**src/rtl/uart_pkg.sv**
```systemverilog
// Shared UART definitions: character width, legal frame lengths and the
// layout of one received entry.
package uart_pkg;

    localparam int UART_DATA_W  = 8;
    localparam int UART_LEN_MIN = 5;
    localparam int UART_LEN_MAX = 8;

    typedef struct packed {
        logic                   err;
        logic [UART_DATA_W-1:0] data;
    } rx_entry_t;

endpackage

```
**src/rtl/sync_fifo_ptr.sv**
```systemverilog
// Read/write pointers and fill level for a power-of-two circular FIFO.
// The caller only asserts push/pop when they are legal; flush wins over both.
module sync_fifo_ptr #(
    parameter int DEPTH = 16,
    parameter int AW    = $clog2(DEPTH),
    parameter int CW    = $clog2(DEPTH) + 1
) (
    input  logic          clk,
    input  logic          rst,
    input  logic          push,
    input  logic          pop,
    input  logic          flush,
    output logic [AW-1:0] wr_ptr,
    output logic [AW-1:0] rd_ptr,
    output logic [CW-1:0] count,
    output logic          full,
    output logic          empty
);

    logic [AW-1:0] wr_ptr_r;
    logic [AW-1:0] rd_ptr_r;
    logic [CW-1:0] count_r;

    // Pointer and fill-level state; pointers wrap naturally at DEPTH.
    always_ff @(posedge clk or posedge rst) begin
        if (rst) begin
            wr_ptr_r <= {AW{1'b0}};
            rd_ptr_r <= {AW{1'b0}};
            count_r  <= {CW{1'b0}};
        end else if (flush) begin
            wr_ptr_r <= {AW{1'b0}};
            rd_ptr_r <= {AW{1'b0}};
            count_r  <= {CW{1'b0}};
        end else begin
            if (push) begin
                wr_ptr_r <= wr_ptr_r + {{(AW-1){1'b0}}, 1'b1};
            end
            if (pop) begin
                rd_ptr_r <= rd_ptr_r + {{(AW-1){1'b0}}, 1'b1};
            end
            case ({push, pop})
                2'b10:   count_r <= count_r + {{(CW-1){1'b0}}, 1'b1};
                2'b01:   count_r <= count_r - {{(CW-1){1'b0}}, 1'b1};
                default: count_r <= count_r;
            endcase
        end
    end

    assign wr_ptr = wr_ptr_r;
    assign rd_ptr = rd_ptr_r;
    assign count  = count_r;
    assign full   = (count_r == CW'(DEPTH));
    assign empty  = (count_r == {CW{1'b0}});

endmodule

```
**src/rtl/uart_rx_buffer.sv**
```systemverilog
// Elastic receive buffer behind uart_top: edge-captures characters, masks them
// to the frame length and streams them out first-word-fall-through.
module uart_rx_buffer
    import uart_pkg::*;
#(
    parameter int DATA_W = UART_DATA_W,
    parameter int DEPTH  = 16,
    parameter int THRESH = 12
) (
    input  logic                       clk,
    input  logic                       rst,
    input  logic                       rx_done,
    input  logic [DATA_W-1:0]          rx_out,
    input  logic                       rx_error,
    input  logic [3:0]                 length,
    input  logic                       flush,
    output logic                       m_valid,
    output logic [DATA_W-1:0]          m_data,
    output logic                       m_err,
    input  logic                       m_ready,
    output logic [$clog2(DEPTH):0]     count,
    output logic                       full,
    output logic                       empty,
    output logic                       overflow,
    input  logic                       ovf_clr,
    output logic [7:0]                 err_cnt,
    output logic                       irq_thresh
);

    localparam int AW = $clog2(DEPTH);
    localparam int CW = AW + 1;

    logic              rx_done_d_r;
    logic              overflow_r;
    logic [7:0]        err_cnt_r;
    logic [DATA_W:0]   mem_r [DEPTH];

    logic              push_req_s;
    logic              push_ok_s;
    logic              pop_s;
    logic              drop_s;
    logic [3:0]        eff_len_s;
    logic [DATA_W-1:0] masked_s;
    logic [AW-1:0]     wr_ptr_s;
    logic [AW-1:0]     rd_ptr_s;
    logic [CW-1:0]     count_s;
    logic              full_s;
    logic              empty_s;
    logic [DATA_W:0]   head_s;

    // A full FIFO still accepts a push when the head leaves in the same cycle.
    assign push_req_s = rx_done & ~rx_done_d_r;
    assign pop_s      = ~empty_s & m_ready;
    assign push_ok_s  = push_req_s & ~flush & (~full_s | pop_s);
    assign drop_s     = push_req_s & ~flush & full_s & ~pop_s;

    // Clamp illegal frame lengths to the full width, then zero the unused MSBs.
    always_comb begin
        eff_len_s = 4'(UART_LEN_MAX);
        masked_s  = {DATA_W{1'b0}};
        if ((length >= 4'(UART_LEN_MIN)) && (length <= 4'(UART_LEN_MAX))) begin
            eff_len_s = length;
        end else begin
            eff_len_s = 4'(UART_LEN_MAX);
        end
        for (int i = 0; i < DATA_W; i++) begin
            masked_s[i] = (i < int'(eff_len_s)) ? rx_out[i] : 1'b0;
        end
    end

    sync_fifo_ptr #(
        .DEPTH (DEPTH)
    ) u_ptr (
        .clk    (clk),
        .rst    (rst),
        .push   (push_ok_s),
        .pop    (pop_s),
        .flush  (flush),
        .wr_ptr (wr_ptr_s),
        .rd_ptr (rd_ptr_s),
        .count  (count_s),
        .full   (full_s),
        .empty  (empty_s)
    );

    // Storage array; contents are only observable through a valid head.
    always_ff @(posedge clk) begin
        if (push_ok_s) begin
            mem_r[wr_ptr_s] <= {rx_error, masked_s};
        end
    end

    // Edge detector, sticky overflow and saturating error counter.
    always_ff @(posedge clk or posedge rst) begin
        if (rst) begin
            rx_done_d_r <= 1'b0;
            overflow_r  <= 1'b0;
            err_cnt_r   <= 8'd0;
        end else begin
            rx_done_d_r <= rx_done;
            if (drop_s) begin
                overflow_r <= 1'b1;
            end else if (ovf_clr) begin
                overflow_r <= 1'b0;
            end
            if (push_req_s && rx_error && (err_cnt_r != 8'hFF)) begin
                err_cnt_r <= err_cnt_r + 8'd1;
            end
        end
    end

    assign head_s     = mem_r[rd_ptr_s];
    assign m_valid    = ~empty_s;
    assign m_data     = m_valid ? head_s[DATA_W-1:0] : {DATA_W{1'b0}};
    assign m_err      = m_valid ? head_s[DATA_W] : 1'b0;
    assign count      = count_s;
    assign full       = full_s;
    assign empty      = empty_s;
    assign overflow   = overflow_r;
    assign err_cnt    = err_cnt_r;
    assign irq_thresh = (count_s >= CW'(THRESH));

endmodule

```
**config.mk**
```make
export PLATFORM = sky130hd
export DESIGN_NAME = uart_rx_buffer
export DESIGN_NICKNAME = d
export VERILOG_FILES = /design/src/rtl/uart_pkg.sv /design/src/rtl/sync_fifo_ptr.sv /design/src/rtl/uart_rx_buffer.sv
export SDC_FILE = /design/constraint.sdc
export NUM_CORES = 1
export LEC_CHECK = 0
export CAP_MARGIN = 10
export CORE_MARGIN = 2
export CORE_UTILIZATION = 55
export CTS_CLUSTER_SIZE = 40
export DETAILED_ROUTE_END_ITERATION = 8
export GPL_TIMING_DRIVEN = 0
export MAX_ROUTING_LAYER = met4
export PLACE_DENSITY = 0.78
export SLEW_MARGIN = 20
export SYNTH_ARGS = -nofsm -noshare
export SYNTH_HDL_FRONTEND = slang
export SYNTH_SLANG_ARGS = --single-unit
```
**constraint.sdc**
```tcl
create_clock -name clk -period 2.5 [get_ports clk]
set_input_delay 0.5 -clock clk [delete_from_list [all_inputs] [get_ports clk]]
set_output_delay 0.5 -clock clk [all_outputs]
set_load 0.03 [all_outputs]
```
==> impl_metrics.env, run 1 <==
export IMPL_status="complete, but fails checks"
export IMPL_violations="negative setup slack"
export IMPL_synth_main_ff_cell="edfxtp_1"
export IMPL_cp_end_kind="output pin"
export IMPL_gp_congestion=0.833
export IMPL_drt_total_wl_um=14600
export IMPL_avgSynthCellArea_um2=17.9
export IMPL_cpPeakStageDelay_ns=0.51
export IMPL_syn_cell_area_um2=7050
export IMPL_cts_hold_buf=0
export IMPL_antenna_cells_inserted=0
export IMPL_synth_seq_cells=167
export IMPL_drtIter0Drc=299
export IMPL_clkLatencyLatePin_ns=0.43
export IMPL_area_delta_synth_final_pct=24.5
export IMPL_postSynthCellCount=393
export IMPL_comb_power_share_pct=35.3
export IMPL_crit_path_top_delay_cell="mux4_2"
export IMPL_initial_utilization_pct=56.1
export IMPL_async_flop_share_pct=13.8
export IMPL_p_leak_nw=2.99
export IMPL_final_hold_viol_count=0
export IMPL_worstSetupStartpointType="flip-flop"
export IMPL_setup_viol=36
export IMPL_row_count=41
export IMPL_synth_edff_count=144
export IMPL_drc=0
export IMPL_power_internal_mw=6.32
export IMPL_layout_commonest_cell="edfxtp_1"
export IMPL_hold_path_class="reg -> reg"
export IMPL_rsz0062_at_grt="true"
export IMPL_synth_seq_area_share_pct=69.5
export IMPL_vdd_ir_drop_max_v=0.00127
export IMPL_die_h_um=117
export IMPL_critPathKind="reg -> out"
export IMPL_drive_above_1_share_pct=31.2
export IMPL_relSlewSlack_pct=40.2
export IMPL_worst_pin_slew_ns=0.896
export IMPL_maxSlewViolCount=0
export IMPL_cap_violations=0
export IMPL_cp_required_ns=2.00
export IMPL_ant_nets=0
export IMPL_max_freq_mhz=377
export IMPL_power_total_mw=9.12
export IMPL_routedWlPerCell_um=22.4
export IMPL_core_um2=12600
export IMPL_cts_clk_slew_worst_paths_ns=0.06
export IMPL_setup_ws_ns=-0.155
export IMPL_cts_sinks=167
export IMPL_yosys_cell_types_count=49
export IMPL_ctsLongestPathBuffers=2
export IMPL_nets=498
export IMPL_p_sw_mw=2.80
export IMPL_powerDensity_nw_per_um2=1040
export IMPL_vias_per_cell=5.76
export IMPL_port_buffers=39
export IMPL_final_cell_mix="edfxtp_1 (144), mux4_2 (36), clkdlybuf4s50_1 (27), dfrtp_1 (21), clkbuf_16 (18)"
export IMPL_root_buffer="clkbuf_16"
export IMPL_grt_pass1_wl_um=21700
export IMPL_io_pins=46
export IMPL_period_minus_slack_ns=2.65
export IMPL_syn_nets=422
export IMPL_htree_levels=4
export IMPL_finalCritPeriodShare_pct=106
export IMPL_dp_hpwl_um=9050
export IMPL_path_max_fanout=6
export IMPL_seqPwrFrac_pct=35.6
export IMPL_cts_buffers=17
export IMPL_skew_ns=0.00960
export IMPL_die_area_um2=13700
export IMPL_drtPass1Iterations=4
export IMPL_netSwitchingFraction_pct=30.7
export IMPL_grt_usage_pct=23.4
export IMPL_critPathArrivalTime_ns=2.15
export IMPL_dp_cells=611
export IMPL_antenna_found_initial=0
export IMPL_grt_pass1_vias=3902
export IMPL_grt_max_degree=24
export IMPL_clockPowerShare_pct=29.1
export IMPL_die_w_um=117
export IMPL_crit_top_cell="buf_12"
export IMPL_crit_chain="buf_12 -> buf_12 -> mux4_2 -> mux2i_2 -> o22ai_2 -> buf_6"
export IMPL_dr_total_vias=3763
export IMPL_synth_warning_count=0
export IMPL_cts_tree="yes"
export IMPL_instances_no_fill=653
export IMPL_grt_ovfl_total=0
export IMPL_fillers=781
-- kinds of logic (layout without fill, tap and decap cells) --
family	Yosys count	in the layout	share of synthesized area (%)
AO/OA/AOI/OAI	31	31	3.43
XOR/XNOR	14	14	1.74
adder cells (fa/ha/maj)	10	10	1.88
buffers and inverters	38	126	2.24
flip-flops	167	167	69.5
multiplexers	63	63	15.4
AND/OR/NAND/NOR	70	70	5.75
-- final timing paths --
check,startpoint,end,slack [ns],cells after the start
setup / recovery,u_ptr.rd_ptr[0]$_DFFE_PP0P_,m_data[1],-0.15,6
hold / removal,err_cnt[4]$_DFFE_PP0P_,err_cnt[4]$_DFFE_PP0P_,0.51,1
setup reg to reg,u_ptr.count[2]$_DFFE_PP0P_,mem_r[14][7]$_DFFE_PP_,0.09,4
hold reg to reg,err_cnt[4]$_DFFE_PP0P_,err_cnt[4]$_DFFE_PP0P_,0.51,1
max in group asynchronous,rst,u_ptr.rd_ptr[0]$_DFFE_PP0P_,1.32,2
min in group asynchronous,rst,u_ptr.count[4]$_DFFE_PP0P_,0.57,2
-- cell type report --
cell class                 count  area [um2]  share of cell area, %
sequential                   167        4900                   55.9
multi-input combinational    188        2230                   25.4
timing repair buffer          58         592                   6.75
clock buffer                  21         440                   5.02
tap                          172         215                   2.45
buffer                        23         188                   2.14
clock inverter                10         154                   1.75
inverter                      14        52.6                  0.599
-- power groups by stage --
stage	clock (mW)	sequential, mW	combinational (mW)
2_1_floorplan	0	3.40	1.70
3_3_place_gp	0	3.29	2.59
3_5_place_dp	0	3.29	2.66
4_1_cts	2.67	3.25	3.07
5_1_grt	2.79	3.27	3.42
6_report	2.65	3.25	3.22
-- flip-flops by register name (all words and copies together), names as in the netlist --
signal	flops
u_ptr.wr_ptr	4
rx_done_d_r	1
u_ptr.count	5
overflow	1
err_cnt	8
mem_r	144
u_ptr.rd_ptr	4
-- layer usage --
layer  vias up  global-route usage, %  routed length [um]
met5         -                      -                   0
met4         0                   7.61                 153
met3        16                   4.48                 972
met2       126                   39.2                7770
met1      1930                   29.2                5730
li1       1691                      -                   -
-- worst max-delay path, delay by kind of cell (launching register included) --
family	cells	cell delay, ns
flops	1	0.40
mux	2	0.73
buf+inv	3	0.44
compound gates	1	0.14
-- metrics by stage --
step	setup slack, ns	cell area (um2)	setup TNS [ns]	utilization [%]	hold slack, ns
after floorplan	0.00403	7060	0	-	0.502
after global placement	-1.39	7660	-105.57	61.0	0.488
after detailed placement	-0.690	7730	-70.38	61.5	0.503
after CTS	-0.210	8620	-7.49	68.6	0.497
after global routing	-0.207	8770	-6.14	69.8	0.536
final	-0.155	8770	-2.08	69.8	0.515
-- synth_stat cells (all sizes together), types with 2 or more instances --
library cell,count,area [um2]
xnor2,5,43.8
dfrtp,23,576
mux4,36,811
nand2b,7,43.8
buf,10,52.6
and3,4,25.0
o22ai,9,56.3
nor2b,3,18.8
nor4,5,37.5
inv,14,52.6
and2,11,68.8
ha,9,113
clkbuf,14,52.6
xor2,9,78.8
nor3b,3,33.8
o211ai,3,22.5
mux2i,22,220
nor2,17,63.8
nand2,5,18.8
nand4,2,12.5
edfxtp,144,4320
o21ai,6,41.3
a21oi,3,15.0
nand3,6,30.0
mux2,5,56.3
a21o,2,15.0
-- what timing repair did --
action	in CTS	in global routing
endpoints found under the hold margin	0	0
resized for setup	120	23
buffers inserted	6	3
setup endpoints to repair	121	130
pin swaps	8	4
gates cloned	2	1
No activity file was read; power rests on OpenSTA's default activity.
==> run 2, diff against run 1 <==
--- a/config.mk
+++ b/config.mk
@@ -13,6 +13,7 @@
 export GPL_TIMING_DRIVEN = 0
 export MAX_ROUTING_LAYER = met4
 export PLACE_DENSITY = 0.78
+export RECOVER_POWER = 100
 export SLEW_MARGIN = 20
 export SYNTH_ARGS = -nofsm -noshare
 export SYNTH_HDL_FRONTEND = slang
==> run 2 against run 1 <==
The flow still finishes with violations (negative setup slack). Register-to-register slack got worse by 0.09 ns. Core utilization decreased by 0.49 points. Clock skew decreased by 0.0043 ns. Combinational power decreased by 4%. Setup slack improved by 0.0066 ns. Total power decreased by 1.5%. Count of clock-buffer cells in the layout unchanged. Highest routed layer unchanged.
==> impl_metrics.env, run 2 (synthesis results as in run 1) <==
export IMPL_status="complete, but fails checks"
export IMPL_violations="negative setup slack"
export IMPL_grt_pass1_wl_um=21700
export IMPL_crit_path_top_delay_cell="mux4_2"
export IMPL_crit_top_cell="buf_12"
export IMPL_die_area_um2=13700
export IMPL_hold_path_class="reg -> reg"
export IMPL_cts_buffers=17
export IMPL_core_um2=12600
export IMPL_worstSetupStartpointType="flip-flop"
export IMPL_holdWs_ns=0.507
export IMPL_antenna_cells_inserted=0
export IMPL_p_leak_nw=3.00
export IMPL_initial_utilization_pct=56.1
export IMPL_seq_area_um2=4900
export IMPL_routedWlPerCell_um=22.3
export IMPL_crit_chain="buf_12 -> buf_12 -> mux4_2 -> mux2i_2 -> o22ai_2 -> buf_6"
export IMPL_cp_end_kind="output pin"
export IMPL_drtPass1Iterations=4
export IMPL_ctsLongestPathBuffers=2
export IMPL_max_flop_register="mem_r"
export IMPL_clkLatencyLatePin_ns=0.42
export IMPL_powerDensity_nw_per_um2=1030
export IMPL_cts_hold_buf=0
export IMPL_cpPeakStageDelay_ns=0.51
export IMPL_cts_sinks=167
export IMPL_setup_viol=9
export IMPL_period_minus_slack_ns=2.65
export IMPL_layout_commonest_cell="edfxtp_1"
export IMPL_setup_ws_ns=-0.148
export IMPL_gp_congestion=0.833
export IMPL_critPathArrivalTime_ns=2.15
export IMPL_instances_no_fill=653
export IMPL_grt_ovfl_total=0
export IMPL_multiInputGateArea_um2=2170
export IMPL_antenna_found_initial=0
export IMPL_largest_reg_flops=144
export IMPL_drt_total_wl_um=14500
export IMPL_critPathKind="reg -> out"
export IMPL_htree_levels=4
export IMPL_path_max_fanout=6
export IMPL_drtIter0Drc=273
export IMPL_grt_usage_pct=23.4
export IMPL_port_buffers=39
export IMPL_row_count=41
export IMPL_drc=0
export IMPL_skew_ns=0.00534
export IMPL_grt_max_degree=24
export IMPL_cap_violations=0
export IMPL_vias_per_cell=5.75
export IMPL_io_pins=46
export IMPL_max_freq_mhz=378
export IMPL_ant_nets=0
export IMPL_cp_required_ns=2.00
export IMPL_dpl_cell_area_um2=7730
export IMPL_nets=498
export IMPL_root_buffer="clkbuf_16"
export IMPL_pre_cts_slack_ns=-0.690
export IMPL_cts_clk_slew_worst_paths_ns=0.06
export IMPL_die_h_um=117
export IMPL_drive_above_1_share_pct=29.7
export IMPL_setup_tns_ns=-1.03
export IMPL_area_delta_synth_final_pct=23.6
export IMPL_worst_pin_slew_ns=1.24
export IMPL_fin_area_um2=8710
export IMPL_dr_total_vias=3754
export IMPL_maxSlewViolCount=0
export IMPL_relSlewSlack_pct=16.7
export IMPL_finalCritPeriodShare_pct=106
export IMPL_power_total_mw=8.99
export IMPL_final_cell_mix="edfxtp_1 (144), mux4_2 (36), dfrtp_1 (21), dlygate4sd3_1 (19), clkbuf_16 (18)"
export IMPL_final_hold_viol_count=0
export IMPL_post_route_util_pct=69.3
export IMPL_vdd_ir_drop_max_v=0.00115
export IMPL_fillers=792
export IMPL_cts_tree="yes"
export IMPL_dp_hpwl_um=9050
export IMPL_die_w_um=117
export IMPL_grt_pass1_vias=3902
export IMPL_dp_cells=611
export IMPL_rsz0062_at_grt="true"
==> run 2: cell types whose count changed in the layout (fill, tap and decap cells not counted), moves of 2 or more <==
cell	before	now
clkbuf_2	3	5
o21ai_1	3	1
o21ai_0	2	4
dlygate4sd3_1	0	19
clkdlybuf4s50_1	27	8
clkbuf_1	13	15
buf_2	4	1
==> run 2: final timing paths <==
| kind | cells after the start | from | slack [ns] | to |
|---|---|---|---|---|
| min reg2reg | 1 | err_cnt[7]$_DFFE_PP0P_ | 0.51 | err_cnt[7]$_DFFE_PP0P_ |
| max | 6 | u_ptr.rd_ptr[0]$_DFFE_PP0P_ | -0.15 | m_data[1] |
| min in group asynchronous | 2 | rst | 0.71 | u_ptr.wr_ptr[3]$_DFFE_PP0P_ |
| max reg2reg | 5 | u_ptr.count[2]$_DFFE_PP0P_ | 0 | mem_r[9][5]$_DFFE_PP_ |
| max in group asynchronous | 2 | rst | 1.18 | u_ptr.rd_ptr[0]$_DFFE_PP0P_ |
| min | 1 | err_cnt[7]$_DFFE_PP0P_ | 0.51 | err_cnt[7]$_DFFE_PP0P_ |
==> run 2: layer usage <==
layer  GRT usage [%]  routed length (um)  vias up
li1                -                   -     1692
met1            29.2                5870     1933
met2            39.2                7830      112
met3            4.48                 639       17
met4            7.61                 195        0
met5               -                   0        -
==> run 2: layout make-up <==
cell class / instances / share of cell area [%]
sequential: 167 / 56.3
inverter: 14 / 0.603
clock inverter: 10 / 1.77
clock buffer: 21 / 5.06
tap: 172 / 2.47
buffer: 23 / 2.14
timing repair buffer: 58 / 6.75
multi-input combinational: 188 / 24.9
==> run 2: repair_timing <==
action                     CTS  global route
gates resized for setup    120            23
setup endpoints to repair  121           130
buffers inserted             6             3
pin swaps                    8             4
cloned                       2             1
==> run 2: critical path: cells and delay by family (launching register included) <==
| family | cells | cell delay [ns] |
|---|---|---|
| compound gates | 1 | 0.14 |
| buf+inv | 3 | 0.45 |
| flops | 1 | 0.41 |
| mux | 2 | 0.73 |
==> run 2: power breakdown <==
| group | internal [mW] | total [mW] | switching (mW) | leakage [nW] |
|---|---|---|---|---|
| combinational | 1.46 | 3.10 | 1.65 | 1.12 |
| sequential | 3.13 | 3.24 | 0.112 | 1.60 |
| clock | 1.66 | 2.64 | 0.987 | 0.286 |
| total | 6.24 | 8.99 | 2.75 | 3.00 |
==> run 3, diff against run 2 <==
--- a/config.mk
+++ b/config.mk
@@ -8,6 +8,7 @@
 export CAP_MARGIN = 10
 export CORE_MARGIN = 2
 export CORE_UTILIZATION = 55
+export CTS_BUF_LIST = sky130_fd_sc_hd__clkbuf_2
 export CTS_CLUSTER_SIZE = 40
 export DETAILED_ROUTE_END_ITERATION = 8
 export GPL_TIMING_DRIVEN = 0
==> run 3 against run 2 <==
The run still ends with negative setup slack left. Total power fell by 11%. Die area did not move. Non-clock buffer count rose by 1. Clock skew rose by 0.013 ns. Largest power group unchanged. Register-to-register slack got worse by 0.09 ns.
==> impl_metrics.env, run 3 (synthesis results as in run 1) <==
export IMPL_vias_per_cell=5.76
export IMPL_period_minus_slack_ns=3.02
export IMPL_cp_end_kind="output pin"
export IMPL_clkLatencyLatePin_ns=0.75
export IMPL_comb_power_share_pct=40.3
export IMPL_rsz0062_at_grt="true"
export IMPL_setup_tns_ns=-7.56
export IMPL_violations="negative setup slack"
export IMPL_drtPass1Iterations=5
export IMPL_pre_cts_slack_ns=-0.690
export IMPL_cp_num_buf_inv=3
export IMPL_gp_congestion=0.833
export IMPL_max_flop_register="mem_r"
export IMPL_use_met3_pct=4.69
export IMPL_antenna_cells_inserted=0
export IMPL_ant_nets=0
export IMPL_grt_ovfl_total=0
export IMPL_relSlewSlack_pct=23.9
export IMPL_die_w_um=117
export IMPL_reg2reg_depth=6
export IMPL_cp_required_ns=2.00
export IMPL_seqPwrFrac_pct=40.5
export IMPL_power_internal_mw=5.31
export IMPL_dr_total_vias=3764
export IMPL_powerDensity_nw_per_um2=955
export IMPL_path_max_fanout=6
export IMPL_row_count=41
export IMPL_skew_ns=0.0181
export IMPL_cts_hold_buf=0
export IMPL_core_um2=12600
export IMPL_cts_buffers=17
export IMPL_grt_max_degree=24
export IMPL_grt_pass1_wl_um=21200
export IMPL_setup_ws_ns=-0.525
export IMPL_p_leak_nw=2.85
export IMPL_cts_tree="yes"
export IMPL_drive_above_1_share_pct=31.3
export IMPL_critPathKind="reg -> out"
export IMPL_netSwitchingFraction_pct=33.4
export IMPL_grt_usage_pct=23.0
export IMPL_worst_pin_slew_ns=1.14
export IMPL_routedWlPerCell_um=21.6
export IMPL_ctsLongestPathBuffers=2
export IMPL_drtIter0Drc=262
export IMPL_instances_no_fill=654
export IMPL_dp_hpwl_um=9050
export IMPL_crit_chain="buf_12 -> buf_12 -> mux4_2 -> mux2i_2 -> o22ai_2 -> buf_6"
export IMPL_initial_utilization_pct=56.1
export IMPL_cts_clk_slew_worst_paths_ns=0.20
export IMPL_hold_path_class="in -> reg"
export IMPL_crit_path_top_delay_cell="mux4_2"
export IMPL_use_met2_pct=37.9
export IMPL_port_buffers=39
export IMPL_critPathArrivalTime_ns=2.52
export IMPL_top_usage_layer="met2"
export IMPL_drt_total_wl_um=14100
export IMPL_dp_cells=611
export IMPL_area_delta_synth_final_pct=18.4
export IMPL_root_buffer="clkbuf_2"
export IMPL_cp_top_family="multiplexers"
export IMPL_setup_viol=88
export IMPL_htree_levels=4
export IMPL_maxSlewViolCount=0
export IMPL_grt_pass1_vias=3882
export IMPL_largest_reg_flops=144
export IMPL_vdd_ir_drop_max_v=0.00162
export IMPL_cts_sinks=167
export IMPL_multiInputGateArea_um2=2150
export IMPL_seq_area_um2=4900
export IMPL_drc=0
export IMPL_layout_commonest_cell="edfxtp_1"
export IMPL_hold_depth=3
export IMPL_cpPeakStageDelay_ns=0.51
export IMPL_clockPowerShare_pct=19.2
export IMPL_fin_area_um2=8340
export IMPL_max_freq_mhz=331
export IMPL_crit_cells=6
export IMPL_cap_violations=0
export IMPL_worstSetupStartpointType="flip-flop"
export IMPL_met1_usage_pct=28.2
export IMPL_p_sw_mw=2.66
export IMPL_finalCritPeriodShare_pct=121
export IMPL_antenna_found_initial=0
export IMPL_fillers=846
export IMPL_final_cell_mix="edfxtp_1 (144), mux4_2 (36), clkbuf_2 (27), dfrtp_1 (19), clkdlybuf4s50_1 (16)"
export IMPL_nets=499
export IMPL_crit_top_cell="buf_12"
export IMPL_io_pins=46
export IMPL_final_hold_viol_count=0
export IMPL_status="complete, but fails checks"
export IMPL_die_h_um=117
export IMPL_dpl_cell_area_um2=7730
export IMPL_die_area_um2=13700
==> run 3: worst paths after layout <==
kind / start / endpoint / slack, ns
worst max-delay path: u_ptr.rd_ptr[0]$_DFFE_PP0P_ / m_data[1] / -0.52
worst min-delay path: m_ready / u_ptr.rd_ptr[1]$_DFFE_PP0P_ / 0.18
worst max register to register: u_ptr.count[3]$_DFFE_PP0P_ / mem_r[8][6]$_DFFE_PP_ / -0.09
worst min register to register: err_cnt[7]$_DFFE_PP0P_ / err_cnt[7]$_DFFE_PP0P_ / 0.52
max in group asynchronous: rst / u_ptr.count[0]$_DFFE_PP0P_ / 1.54
min in group asynchronous: rst / u_ptr.wr_ptr[3]$_DFFE_PP0P_ / 0.35
==> run 3: what timing repair did <==
action / 4_1_cts / 5_1_grt
setup buffers: 8 / 2
pin swaps: 6 / 3
gates resized for setup: 134 / 27
cloned: 1 / 2
endpoints found under the hold margin: 0 / 0
setup endpoints to repair: 18 / 119
==> run 3: metal layers <==
metal | share of wire [%] | vias up
met1 | 39 | 1918
met5 | 0 | -
met4 | 1.7 | 0
met2 | 53 | 131
li1 | - | 1698
met3 | 6.5 | 17
==> run 3: power groups by stage <==
stage | logic (mW) | clock network (mW) | registers (mW)
final | 3.21 | 1.53 | 3.22
after global routing | 3.41 | 1.65 | 3.24
after CTS | 3.11 | 1.56 | 3.24
after detailed placement | 2.66 | 0 | 3.29
after global placement | 2.59 | 0 | 3.29
after floorplan | 1.70 | 0 | 3.40
==> run 3: worst min-delay path: stages <==
cell      delay (ns)
clkbuf_1        0.19
nand3_1         0.15
a21oi_1         0.06
==> run 3: per-stage QoR <==
step | power [mW] | utilization (%) | hold WS, ns
after CTS | 7.90 | 65.8 | 0.130
after global placement | 5.89 | 61.0 | 0.488
final | 7.97 | 66.4 | 0.177
after floorplan | 5.10 | - | 0.502
after global routing | 8.30 | 66.4 | 0.182
after detailed placement | 5.95 | 61.5 | 0.503
==> run 3: cell type report <==
| type | instances | share of cell area [%] |
|---|---|---|
| buffer | 23 | 2.23 |
| clock buffer | 21 | 1.26 |
| clock inverter | 10 | 1.84 |
| inverter | 14 | 0.660 |
| multi-input combinational | 188 | 25.7 |
| sequential | 167 | 58.8 |
| tap | 172 | 2.58 |
| timing repair buffer | 59 | 6.90 |
